--- config.mk ---
export PLATFORM = sky130hd
export DESIGN_NAME = ads868x_scan_ctrl_flat
export DESIGN_NICKNAME = d
export VERILOG_FILES = /design/src/rtl/ads868x_pkg.sv /design/src/rtl/ads868x_scan_ctrl_if.sv /design/src/rtl/ads868x_spi_frame.sv /design/src/rtl/ads868x_scan_ctrl.sv /design/src/flat_wrapper.sv
export SDC_FILE = /design/constraint.sdc
export NUM_CORES = 1
export LEC_CHECK = 0
export BUFFER_PORTS_ARGS = -buffer_cell sky130_fd_sc_hd__buf_2
export CAP_MARGIN = 20
export CORE_MARGIN = 5
export CORE_UTILIZATION = 24
export CTS_CLUSTER_SIZE = 20
export DETAILED_ROUTE_END_ITERATION = 12
export GPL_TIMING_DRIVEN = 0
export SYNTH_ARGS = -nofsm -noshare
export SYNTH_HDL_FRONTEND = slang
export SYNTH_SLANG_ARGS = --single-unit
--- constraint.sdc ---
create_clock -name aclk -period 4.35 [get_ports aclk]
set_clock_uncertainty 0.1 [all_clocks]
set_input_delay 1.0875 -clock aclk [delete_from_list [all_inputs] [get_ports aclk]]
set_output_delay 1.0875 -clock aclk [all_outputs]
set_load 0.1 [all_outputs]
--- src/rtl/ads868x_pkg.sv ---
// Shared types and constants for the ADS868x scan controller.
package ads868x_pkg;

   localparam int unsigned SAMPLE_W = 16;

   // Command word that leaves the ADC configuration untouched.
   localparam logic [31:0] ADS868X_CMD_NOP = 32'h0000_0000;

   typedef enum logic [2:0] {
      StIdle,
      StMux,
      StSettle,
      StConv,
      StShift,
      StPush
   } scan_state_e;

endpackage

--- src/rtl/ads868x_scan_ctrl_if.sv ---
// Sample stream carrying {channel, sample} beats plus a per-scan timestamp.
interface ads868x_scan_ctrl_if
   import ads868x_pkg::*;
#(
   parameter int unsigned CH_W = 3
);
   logic [SAMPLE_W+CH_W-1:0] m_tdata;
   logic [31:0]              m_tuser;
   logic                     m_tlast;
   logic                     m_tvalid;
   logic                     m_tready;

   modport master (output m_tdata, output m_tuser, output m_tlast, output m_tvalid,
                   input m_tready);
   modport slave  (input m_tdata, input m_tuser, input m_tlast, input m_tvalid,
                   output m_tready);
endinterface

--- src/rtl/ads868x_spi_frame.sv ---
// One SPI mode-0 frame: cs_n low, FRAME_W SCLK pulses, cs_n high one half-period after
// the last falling edge. MISO sampled on rise, MOSI advanced on fall.
module ads868x_spi_frame
   import ads868x_pkg::*;
#(
   parameter int unsigned FRAME_W  = 32,
   parameter int unsigned SCLK_DIV = 4
) (
   input  logic                aclk,
   input  logic                aresetn,
   input  logic                start,
   input  logic [FRAME_W-1:0]  cmd,
   input  logic                miso,
   output logic                done,
   output logic [SAMPLE_W-1:0] sample,
   output logic                cs_n,
   output logic                sclk,
   output logic                mosi
);
   localparam int unsigned DIV_W  = $clog2(SCLK_DIV);
   localparam int unsigned EDGE_W = $clog2(2 * FRAME_W + 1);

   logic               active_q;
   logic [DIV_W-1:0]   div_q;
   logic [EDGE_W-1:0]  edge_q;
   logic               sclk_q, cs_n_q, mosi_q, done_q;
   logic [FRAME_W-1:0] tx_q, rx_q;

   // Half-period divider; edge_q counts half-periods, the last one is the cs_n tail.
   always_ff @(posedge aclk) begin
      if (!aresetn) begin
         active_q <= 1'b0;
         div_q    <= '0;
         edge_q   <= '0;
         sclk_q   <= 1'b0;
         cs_n_q   <= 1'b1;
         mosi_q   <= 1'b0;
         done_q   <= 1'b0;
         tx_q     <= '0;
         rx_q     <= '0;
      end else begin
         done_q <= 1'b0;
         if (start && !active_q) begin
            active_q <= 1'b1;
            cs_n_q   <= 1'b0;
            mosi_q   <= cmd[FRAME_W-1];
            tx_q     <= cmd;
            div_q    <= '0;
            edge_q   <= '0;
         end else if (active_q) begin
            if (div_q == DIV_W'(SCLK_DIV - 1)) begin
               div_q  <= '0;
               edge_q <= edge_q + EDGE_W'(1);
               if (edge_q == EDGE_W'(2 * FRAME_W)) begin
                  active_q <= 1'b0;
                  cs_n_q   <= 1'b1;
                  done_q   <= 1'b1;
               end else if (!sclk_q) begin
                  sclk_q <= 1'b1;
                  rx_q   <= {rx_q[FRAME_W-2:0], miso};
               end else begin
                  sclk_q <= 1'b0;
                  tx_q   <= {tx_q[FRAME_W-2:0], 1'b0};
                  mosi_q <= tx_q[FRAME_W-2];
               end
            end else begin
               div_q <= div_q + DIV_W'(1);
            end
         end
      end
   end

   assign done   = done_q;
   assign sample = rx_q[FRAME_W-1 -: SAMPLE_W];
   assign cs_n   = cs_n_q;
   assign sclk   = sclk_q;
   assign mosi   = mosi_q;
endmodule

--- src/rtl/ads868x_scan_ctrl.sv ---
// Multi-channel scan sequencer for an ADS868x behind an analog mux.
// Optional feature macro: ADS868X_SCAN_TIMESTAMP_EN (per-scan 32-bit cycle stamp on m_tuser).
module ads868x_scan_ctrl
   import ads868x_pkg::*;
#(
   parameter int unsigned  NUM_CH     = 8,
   parameter int unsigned  FRAME_W    = 32,
   parameter int unsigned  SCLK_DIV   = 4,
   parameter int unsigned  SETTLE_CYC = 200,
   parameter int unsigned  CONV_CYC   = 120,
   localparam int unsigned CH_W       = $clog2(NUM_CH)
) (
   input  logic                aclk,
   input  logic                aresetn,
   input  logic                cfg_en,
   input  logic                cfg_cont,
   input  logic [NUM_CH-1:0]   cfg_mask,
   input  logic [FRAME_W-1:0]  cfg_cmd,
   input  logic                sw_start,
   input  logic                ptp_trg,
   input  logic                sts_clr,
   output logic                busy,
   output logic                sts_ovf,
   output logic                sts_trg_miss,
   output logic [CH_W-1:0]     ch_sel,
   output logic                adc_rst_n,
   output logic                spi_cs_n,
   output logic                spi_sclk,
   output logic                spi_mosi,
   input  logic                spi_miso,
   ads868x_scan_ctrl_if.master m_axis
);
   localparam int unsigned CNT_MAX = (SETTLE_CYC > CONV_CYC) ? SETTLE_CYC : CONV_CYC;
   localparam int unsigned CNT_W   = $clog2(CNT_MAX + 1);

   scan_state_e          state_q, state_d;
   logic [CH_W-1:0]      ch_q, ch_d;
   logic [CNT_W-1:0]     cnt_q, cnt_d;
   logic [NUM_CH-1:0]    mask_q;
   logic [FRAME_W-1:0]   cmd_q;
   logic                 ptp_meta_q, ptp_sync_q, ptp_prev_q, ptp_rise, start_req;
   logic                 scan_start, frame_start, frame_done, push_evt, ovf_evt, miss_evt;
   logic [SAMPLE_W-1:0]  frame_sample;
   logic                 first_vld, next_vld;
   logic [CH_W-1:0]      first_ch, next_ch;
   logic                 ovf_q, miss_q, adc_rst_n_q;
   logic                 tvalid_q, tlast_q;
   logic [SAMPLE_W+CH_W-1:0] tdata_q;
   logic [31:0]          tuser_q, ts_scan;

   // Lowest enabled channel of the live mask, and next enabled channel of the latched mask.
   always_comb begin
      first_vld = 1'b0;
      first_ch  = '0;
      next_vld  = 1'b0;
      next_ch   = '0;
      for (int i = int'(NUM_CH) - 1; i >= 0; i--) begin
         if (cfg_mask[i]) begin
            first_vld = 1'b1;
            first_ch  = CH_W'(i);
         end
         if (mask_q[i] && (i > int'(ch_q))) begin
            next_vld = 1'b1;
            next_ch  = CH_W'(i);
         end
      end
   end

   assign ptp_rise  = ptp_sync_q & ~ptp_prev_q;
   assign start_req = sw_start | ptp_rise;

   // Scan FSM next-state: mux, settle, convert, shift, push, then next channel or restart.
   always_comb begin
      state_d     = state_q;
      ch_d        = ch_q;
      cnt_d       = cnt_q;
      scan_start  = 1'b0;
      frame_start = 1'b0;
      push_evt    = 1'b0;
      miss_evt    = (state_q != StIdle) && start_req;
      case (state_q)
         StIdle: begin
            if (start_req && cfg_en && first_vld) begin
               scan_start = 1'b1;
               ch_d       = first_ch;
               state_d    = StMux;
            end
         end
         StMux: begin
            cnt_d   = '0;
            state_d = StSettle;
         end
         StSettle: begin
            if (cnt_q == CNT_W'(SETTLE_CYC - 1)) begin
               cnt_d   = '0;
               state_d = StConv;
            end else begin
               cnt_d = cnt_q + CNT_W'(1);
            end
         end
         StConv: begin
            if (cnt_q == CNT_W'(CONV_CYC - 1)) begin
               frame_start = 1'b1;
               state_d     = StShift;
            end else begin
               cnt_d = cnt_q + CNT_W'(1);
            end
         end
         StShift: begin
            if (frame_done) state_d = StPush;
         end
         StPush: begin
            push_evt = 1'b1;
            if (next_vld) begin
               ch_d    = next_ch;
               state_d = StMux;
            end else if (cfg_cont && cfg_en && first_vld) begin
               // Continuous restart is a fresh scan: relatch mask, command and timestamp.
               scan_start = 1'b1;
               ch_d       = first_ch;
               state_d    = StMux;
            end else begin
               state_d = StIdle;
            end
         end
         default: state_d = StIdle;
      endcase
   end

   // FSM state, current channel and settle/convert counter.
   always_ff @(posedge aclk) begin
      if (!aresetn) begin
         state_q <= StIdle;
         ch_q    <= '0;
         cnt_q   <= '0;
      end else begin
         state_q <= state_d;
         ch_q    <= ch_d;
         cnt_q   <= cnt_d;
      end
   end

   // Scan configuration snapshot, trigger synchroniser, stickies and ADC reset.
   always_ff @(posedge aclk) begin
      if (!aresetn) begin
         mask_q      <= '0;
         cmd_q       <= FRAME_W'(ADS868X_CMD_NOP);
         ptp_meta_q  <= 1'b0;
         ptp_sync_q  <= 1'b0;
         ptp_prev_q  <= 1'b0;
         ovf_q       <= 1'b0;
         miss_q      <= 1'b0;
         adc_rst_n_q <= 1'b0;
      end else begin
         if (scan_start) begin
            mask_q <= cfg_mask;
            cmd_q  <= cfg_cmd;
         end
         ptp_meta_q  <= ptp_trg;
         ptp_sync_q  <= ptp_meta_q;
         ptp_prev_q  <= ptp_sync_q;
         ovf_q       <= ovf_evt | (ovf_q & ~sts_clr);
         miss_q      <= miss_evt | (miss_q & ~sts_clr);
         adc_rst_n_q <= 1'b1;
      end
   end

`ifdef ADS868X_SCAN_TIMESTAMP_EN
   logic [31:0] ts_cnt_q, ts_scan_q;

   // Free-running cycle counter, captured at every scan start.
   always_ff @(posedge aclk) begin
      if (!aresetn) begin
         ts_cnt_q  <= '0;
         ts_scan_q <= '0;
      end else begin
         ts_cnt_q <= ts_cnt_q + 32'd1;
         if (scan_start) ts_scan_q <= ts_cnt_q;
      end
   end
   assign ts_scan = ts_scan_q;
`else
   assign ts_scan = '0;
`endif

   // A still-pending beat wins; the new sample is dropped so SPI timing never stalls.
   assign ovf_evt = push_evt & tvalid_q & ~m_axis.m_tready;

   // Single-entry output register.
   always_ff @(posedge aclk) begin
      if (!aresetn) begin
         tvalid_q <= 1'b0;
         tdata_q  <= '0;
         tlast_q  <= 1'b0;
         tuser_q  <= '0;
      end else if (push_evt && !ovf_evt) begin
         tvalid_q <= 1'b1;
         tdata_q  <= {ch_q, frame_sample};
         tlast_q  <= ~next_vld;
         tuser_q  <= ts_scan;
      end else if (m_axis.m_tready) begin
         tvalid_q <= 1'b0;
      end
   end

   ads868x_spi_frame #(
      .FRAME_W  (FRAME_W),
      .SCLK_DIV (SCLK_DIV)
   ) u_spi_frame (
      .aclk    (aclk),
      .aresetn (aresetn),
      .start   (frame_start),
      .cmd     (cmd_q),
      .miso    (spi_miso),
      .done    (frame_done),
      .sample  (frame_sample),
      .cs_n    (spi_cs_n),
      .sclk    (spi_sclk),
      .mosi    (spi_mosi)
   );

   assign busy            = (state_q != StIdle);
   assign sts_ovf         = ovf_q;
   assign sts_trg_miss    = miss_q;
   assign ch_sel          = ch_q;
   assign adc_rst_n       = adc_rst_n_q;
   assign m_axis.m_tvalid = tvalid_q;
   assign m_axis.m_tdata  = tdata_q;
   assign m_axis.m_tlast  = tlast_q;
   assign m_axis.m_tuser  = tuser_q;
endmodule
--- src/flat_wrapper.sv ---
// flat-port wrapper written by rule: the top's interface ports become plain ports
module ads868x_scan_ctrl_flat import ads868x_pkg::*;
#(
   parameter int unsigned  NUM_CH     = 8,
   parameter int unsigned  FRAME_W    = 32,
   parameter int unsigned  SCLK_DIV   = 4,
   parameter int unsigned  SETTLE_CYC = 200,
   parameter int unsigned  CONV_CYC   = 120,
   localparam int unsigned CH_W       = $clog2(NUM_CH)
)
  (aclk, aresetn, cfg_en, cfg_cont, cfg_mask, cfg_cmd, sw_start, ptp_trg, sts_clr, busy, sts_ovf, sts_trg_miss, ch_sel, adc_rst_n, spi_cs_n, spi_sclk, spi_mosi, spi_miso, m_axis_m_tdata, m_axis_m_tuser, m_axis_m_tlast, m_axis_m_tvalid, m_axis_m_tready);
  ads868x_scan_ctrl_if m_axis_i ();
  input  logic aclk;
  input  logic aresetn;
  input  logic cfg_en;
  input  logic cfg_cont;
  input  logic [NUM_CH-1:0] cfg_mask;
  input  logic [FRAME_W-1:0] cfg_cmd;
  input  logic sw_start;
  input  logic ptp_trg;
  input  logic sts_clr;
  output logic busy;
  output logic sts_ovf;
  output logic sts_trg_miss;
  output logic [CH_W-1:0] ch_sel;
  output logic adc_rst_n;
  output logic spi_cs_n;
  output logic spi_sclk;
  output logic spi_mosi;
  input  logic spi_miso;
  output wire logic [$bits(m_axis_i.m_tdata)-1:0] m_axis_m_tdata;
  output wire logic [$bits(m_axis_i.m_tuser)-1:0] m_axis_m_tuser;
  output wire logic [$bits(m_axis_i.m_tlast)-1:0] m_axis_m_tlast;
  output wire logic [$bits(m_axis_i.m_tvalid)-1:0] m_axis_m_tvalid;
  input wire logic [$bits(m_axis_i.m_tready)-1:0] m_axis_m_tready;
  assign m_axis_m_tdata = m_axis_i.m_tdata;
  assign m_axis_m_tuser = m_axis_i.m_tuser;
  assign m_axis_m_tlast = m_axis_i.m_tlast;
  assign m_axis_m_tvalid = m_axis_i.m_tvalid;
  assign m_axis_i.m_tready = m_axis_m_tready;
  ads868x_scan_ctrl #(.NUM_CH(NUM_CH), .FRAME_W(FRAME_W), .SCLK_DIV(SCLK_DIV), .SETTLE_CYC(SETTLE_CYC), .CONV_CYC(CONV_CYC)) u_core (.aclk(aclk), .aresetn(aresetn), .cfg_en(cfg_en), .cfg_cont(cfg_cont), .cfg_mask(cfg_mask), .cfg_cmd(cfg_cmd), .sw_start(sw_start), .ptp_trg(ptp_trg), .sts_clr(sts_clr), .busy(busy), .sts_ovf(sts_ovf), .sts_trg_miss(sts_trg_miss), .ch_sel(ch_sel), .adc_rst_n(adc_rst_n), .spi_cs_n(spi_cs_n), .spi_sclk(spi_sclk), .spi_mosi(spi_mosi), .spi_miso(spi_miso), .m_axis(m_axis_i));
endmodule
Yosys cells after proc, flatten, opt, wreduce, memory -nomap -nowiden
Index checks and enable logic that the tools add are counted. Widths: inputs -> output; s select.

Register bits: 158. Output and inout port bits: 63. Logic and storage cells: 177.

Add/sub/neg operators: 3. Magnitude comparators: 7. Equality and inequality tests: 16. Mux-type cells: 75. Bitwise operators: 18. Reductions and logical operators: 35.

Operator list (number): $mux 31 (5); $mux 3 (23); $mux 1 (40); $pmux 8 s3 (1); $pmux 3 s6 (1); $mux 8 (2); $logic_and 1x1->1 (14); $gt 3x3->1 const A (4); $reduce_and 4->1 (3); $reduce_bool 2->1 (6); $not 1->1 (10); $add 8x1->8 const B (1); $eq 8x7->1 const B (1); $eq 8x8->1 const B (1); $add 7x1->7 const B (1); $eq 7x7->1 const B (1); $eq 3x2->1 const B (2); $eq 3x3->1 const B (2); $gt 2x3->1 const A (2); $ne 2x1->1 const B (3); $ne 2x2->1 const B (3); $pmux 3 s2 (1); $reduce_and 3->1 (2); $reduce_bool 3->1 (2); 15 further kinds (23).

Logic depth before layout (Yosys ltp)
Depth after elaboration: 12. Depth in mapped cells: 9. Gate-level depth less buffers: 7.

Cells and area by module
A second synthesis with hierarchy kept.

Cells, all modules: 821. Area total of the unflattened synthesis: 7495.9 um^2.

By module, submodules not included: ads868x_scan_ctrl (times used 1, cells an instance 450, area each 3802.4 um^2, seq. area each 1601.5 um^2); ads868x_spi_frame (times used 1, cells an instance 371, area each 3693.5 um^2, seq. area each 1541.5 um^2).

Least setup slack after synthesis
Ideal clock, no wire load.

Kind: register -> register. From: register u_core.ch_q[0], in the netlist u_core.ch_sel[0]. To: register u_core.cmd_q[10]. Setup time: 0.072 ns. Arrival time: 2.549 ns. Data required time: 4.178 ns. Setup slack: 1.629 ns. Cell stages (with the launch flop): 9. Clock period less this slack: 2.721 ns. Path through: dfxtp_1 -> buf_2 -> nor3b_1 -> nand4bb_1 -> nor3_2 -> o2bb2ai_2 -> buf_6 -> buf_6 -> mux2i_1.

Longest elaborated chain between the ends: 11. Elaborated cells on any way between the ends: 23. Those cells by class: order compare: 7; mux: 9; reduce/logical: 7.

RTL lines: start: declaration (RTL line ads868x_scan_ctrl.sv:37) `logic [CH_W-1:0] ch_q, ch_d;`; start signal: assignment (RTL line ads868x_scan_ctrl.sv:138) `ch_q <= ch_d;`; $gt 3x3->1 (RTL line ads868x_scan_ctrl.sv:62) `if (mask_q[i] && (i > int'(ch_q))) begin`; $logic_and 1x1->1 (RTL line ads868x_scan_ctrl.sv:62); $mux 1 (6 in series) (RTL line ads868x_scan_ctrl.sv:62); $mux 1 (*) (RTL line ads868x_scan_ctrl.sv:62); $mux 1 (*) (RTL line ads868x_scan_ctrl.sv:114) `if (next_vld) begin`; $pmux 1 s2 (*) (RTL line ads868x_scan_ctrl.sv:81) `case (state_q)`; end signal: assignment (RTL line ads868x_scan_ctrl.sv:147) `cmd_q <= FRAME_W'(ADS868X_CMD_NOP);`; end signal: assignment (RTL line ads868x_scan_ctrl.sv:157) `cmd_q <= cfg_cmd;`; end: declaration (RTL line ads868x_scan_ctrl.sv:40) `logic [FRAME_W-1:0] cmd_q;`.

Every way passes the cells marked *; elsewhere a longest branch is shown, timed or not. A chain may end at the register's enable or synchronous reset.

Worst setup path in the final report
From: register u_core.state_q[1]. To: output port busy.

Longest elaborated chain between the ends: 1.

RTL lines: start: declaration (RTL line ads868x_scan_ctrl.sv:36) `scan_state_e state_q, state_d;`; start signal: assignment (RTL line ads868x_scan_ctrl.sv:133) `state_q <= StIdle;`; start signal: assignment (RTL line ads868x_scan_ctrl.sv:137) `state_q <= state_d;`; $reduce_bool 3->1 (RTL line ads868x_scan_ctrl.sv:222) `assign busy = (state_q != StIdle);`; end: declaration (RTL line flat_wrapper.sv:22) `output logic busy;`.

Every way passes these cells.

==> flow_summary_export.csv <==
group,metric,value,unit
run_status,outcome,"finished clean",
sta,rsz0062_at_grt,"no",
hold_path,hold_class,"register to register",
pwr,p_seq_frac,0.452,
cells_and_area,drive_gt1_frac,0.187,
drt,drcViolationCount,0,
cells_and_area,finalNetCount,944,
clocking,cts_resized,0,
yosys,synth.cell_area,6690,sq um
grt,antenna_found_initial,0,
pwr,netSwitchingFraction,0.292,
floorplan,start_util,0.242,
grt,grt_max_degree,17,
worst_setup_path,critPathRequiredTime,3160,ps
sta,worstMarginPinSlew,873,ps
drt,drt_iter0_markers,347,
yosys,synth-seq-area-share,0.470,
cells_and_area,fill_cells,2972,
floorplan,row_count,61,
drt,drtAntennaViolNets,0,
sta,finalSetupViolations,0,
pwr,leakagePower,3.15,nW
grt,grt_pass1_wl,26.1,mm
sta,max_clock_freq,0.342,GHz
pwr,p_int,2.36,mW
yosys,syn_area_per_cell,8.77,sq um
hold_path,holdPathStages,1,
drt,first_pass_iters,4,
yosys,ys_ff_latch,157,
yosys,syn_inst,762,
floorplan,io_pins,112,
sta,period_minus_slack,2920,ps
cells_and_area,areaGrowthSynthToFinish,22.8,%
placed_design,hpwl,12.5,mm
yosys,yosysWarnings,0,
pwr,power_density,407,nW/um^2
yosys,synthArstFlopShare,0,
sta,finalSetupTns,0,ps
worst_setup_path,critPathCaptureType,"primary output",
sta,drv_slew,0,
clocking,clk_pin_slew_worst_paths,70,ps
pwr,pwr-share-clk,0.404,
pwr,max-vdd-ir-drop,0.306,mV
drt,drt-total-wl,16.5,mm
placed_design,port-buffer-count,79,
floorplan,die_y,177,um
worst_setup_path,crit_arrival,1740,ps
grt,track_usage,0.104,
clocking,htreeDepth,4,
worst_setup_path,critPathLaunchType,"register",
yosys,synth-edff-count,0,
worst_setup_path,r2r_cells,7,
sta,slew_headroom,0.413,
yosys,ys.flop_type,"dfxtp_1",
cells_and_area,num_antenna_cells,0,
clocking,worstSkewPairLatency,420,ps
clocking,cts_setup_buffers,0,
grt,overflow,0,
floorplan,fp.dieW,177,um
clocking,cts-root-buf,"clkbuf_16",
worst_setup_path,crit_type,"register to primary output",
clocking,cts_tree,"done",
grt,grt_pass1_vias,5144,
sta,hold_viol,0,
flow_run,cap_violations,0,
drt,vias,5353,
floorplan,core,27600,sq um
clocking,cts_hold_buf,0,
sta,final.period_utilization,0.672,
worst_setup_path,crit_fanout,10,
drt,vias_per_cell,4.18,
pwr,p_sw,0.976,mW
floorplan,die-area,31300,sq um
clocking,cts_buffer_depth,2,
placed_design,gp_routability_congestion,0.788,
clocking,cts.sinks,157,
cells_and_area,fin_util,0.297,
pwr,pwr-share-comb,0.143,
yosys,synth_cell_types,57,
drt,wl_per_cell,12.9,um
clocking,numCtsBuffers,17,
-- logic make-up after synthesis --
logic type,Yosys count,synth area share
buffers and inverters,90,0.0739
other,1,0.000561
AOI/OAI and AO/OA,132,0.129
xor gates and xnor gates,13,0.0170
adders and majority gates,4,0.00749
and+or+nand+nor,288,0.187
muxes,77,0.115
DFF,157,0.470
-- flip-flops by register name (all words and copies together), names as in the netlist, 2 cells and up --
signal and flops:
u_core.u_spi_frame.tx_q 31, u_core.u_spi_frame.rx_q 32, u_core.u_spi_frame.edge_q 7, u_core.cnt_q 8, u_core.ch_sel 3, u_core.state_q 3
u_core.cmd_q 32, u_core.m_axis.m_tdata 19, u_core.mask_q 7, u_core.u_spi_frame.div_q 2
-- metal layers --
metal | track usage | share of wire | vias up
met5 | 0 | 0 | -
met1 | 0.126 | 0.44 | 2475
li1 | - | - | 2772
met3 | 0.0365 | 0.067 | 13
met2 | 0.176 | 0.49 | 93
met4 | 0.0300 | 0.011 | 0
-- power groups by stage --
stage	registers [mW]	logic (mW)	clock network, mW
2_1_floorplan	1.56	0.369	0
3_3_place_gp	1.54	0.475	0
3_5_place_dp	1.54	0.480	0
4_1_cts	1.51	0.481	1.39
5_1_grt	1.52	0.514	1.46
6_report	1.51	0.478	1.35
-- cell usage after synthesis (all sizes together) (3+ instances only) --
library cell,count,area [sq um]
nand2,162,608
nand3,4,20.0
dfxtp,157,3140
inv,9,33.8
ha,4,50.1
clkbuf,34,129
nand3b,4,30.0
a22oi,36,270
nand2b,9,56.3
and3,5,31.3
a211oi,3,22.5
nor3,6,40.0
o21bai,5,37.5
xnor2,5,43.8
a21oi,61,305
mux2i,76,761
nor2,73,274
buf,47,332
o21ai,8,51.3
xor2,8,70.1
nor3b,3,22.5
and2,5,31.3
nor2b,6,37.5
-- final timing paths --
check | slack (ps) | from | end
hold reg to reg | 340 | u_core.ptp_meta_q | u_core.ptp_sync_q
setup reg to reg | 1660 | u_core.cnt_q[0] | u_core.u_spi_frame.tx_q[0]
setup / recovery | 1430 | u_core.state_q[1] | busy
hold / removal | 340 | u_core.ptp_meta_q | u_core.ptp_sync_q
-- cells in the final DEF, fill, tap and decap left out, types with 5 or more instances in the layout --
cell type and n:
clkbuf_1 34, a22oi_1 36, mux2i_1 76, buf_4 34
xor2_1 8, conb_1 32, nand2_1 162, inv_1 8
clkbuf_16 17, and3_1 5, o21bai_1 5, nor2_1 73
nand2b_1 9, nor2b_1 6, and2_1 5, inv_6 5
o21ai_0 6, buf_2 89, xnor2_1 5, dfxtp_1 157
a21oi_1 61
-- through the flow --
step | setup WS (ps) | cell area (sq um) | std cells | power, mW | hold slack, ps
5_1_grt | 1300 | 8210 | 1282 | 3.49 | 358
2_1_floorplan | 1630 | 6800 | 793 | 1.92 | 312
4_1_cts | 1400 | 8210 | 1282 | 3.39 | 346
6_report | 1430 | 8210 | 1282 | 3.34 | 340
3_3_place_gp | 1360 | 7670 | 1250 | 2.02 | 321
3_5_place_dp | 1300 | 7670 | 1250 | 2.02 | 326
-- area by class of cell --
cell class | count | area [sq um] | share of cell area
Buffer | 81 | 460 | 0.0561
Clock inverter | 14 | 110 | 0.0134
Multi-Input combinational cell | 546 | 3160 | 0.385
Sequential cell | 157 | 3140 | 0.383
Clock buffer | 18 | 429 | 0.0523
Inverter | 9 | 33.8 | 0.00412
Timing Repair Buffer | 79 | 395 | 0.0482
Tap cell | 378 | 473 | 0.0576
-- critical path, cell delays in order (launching register included) --
cell	delay, ps
dfxtp_1	320
clkbuf_1	330
or3_1	220
buf_2	450
(Power assumes the default switching activity.)
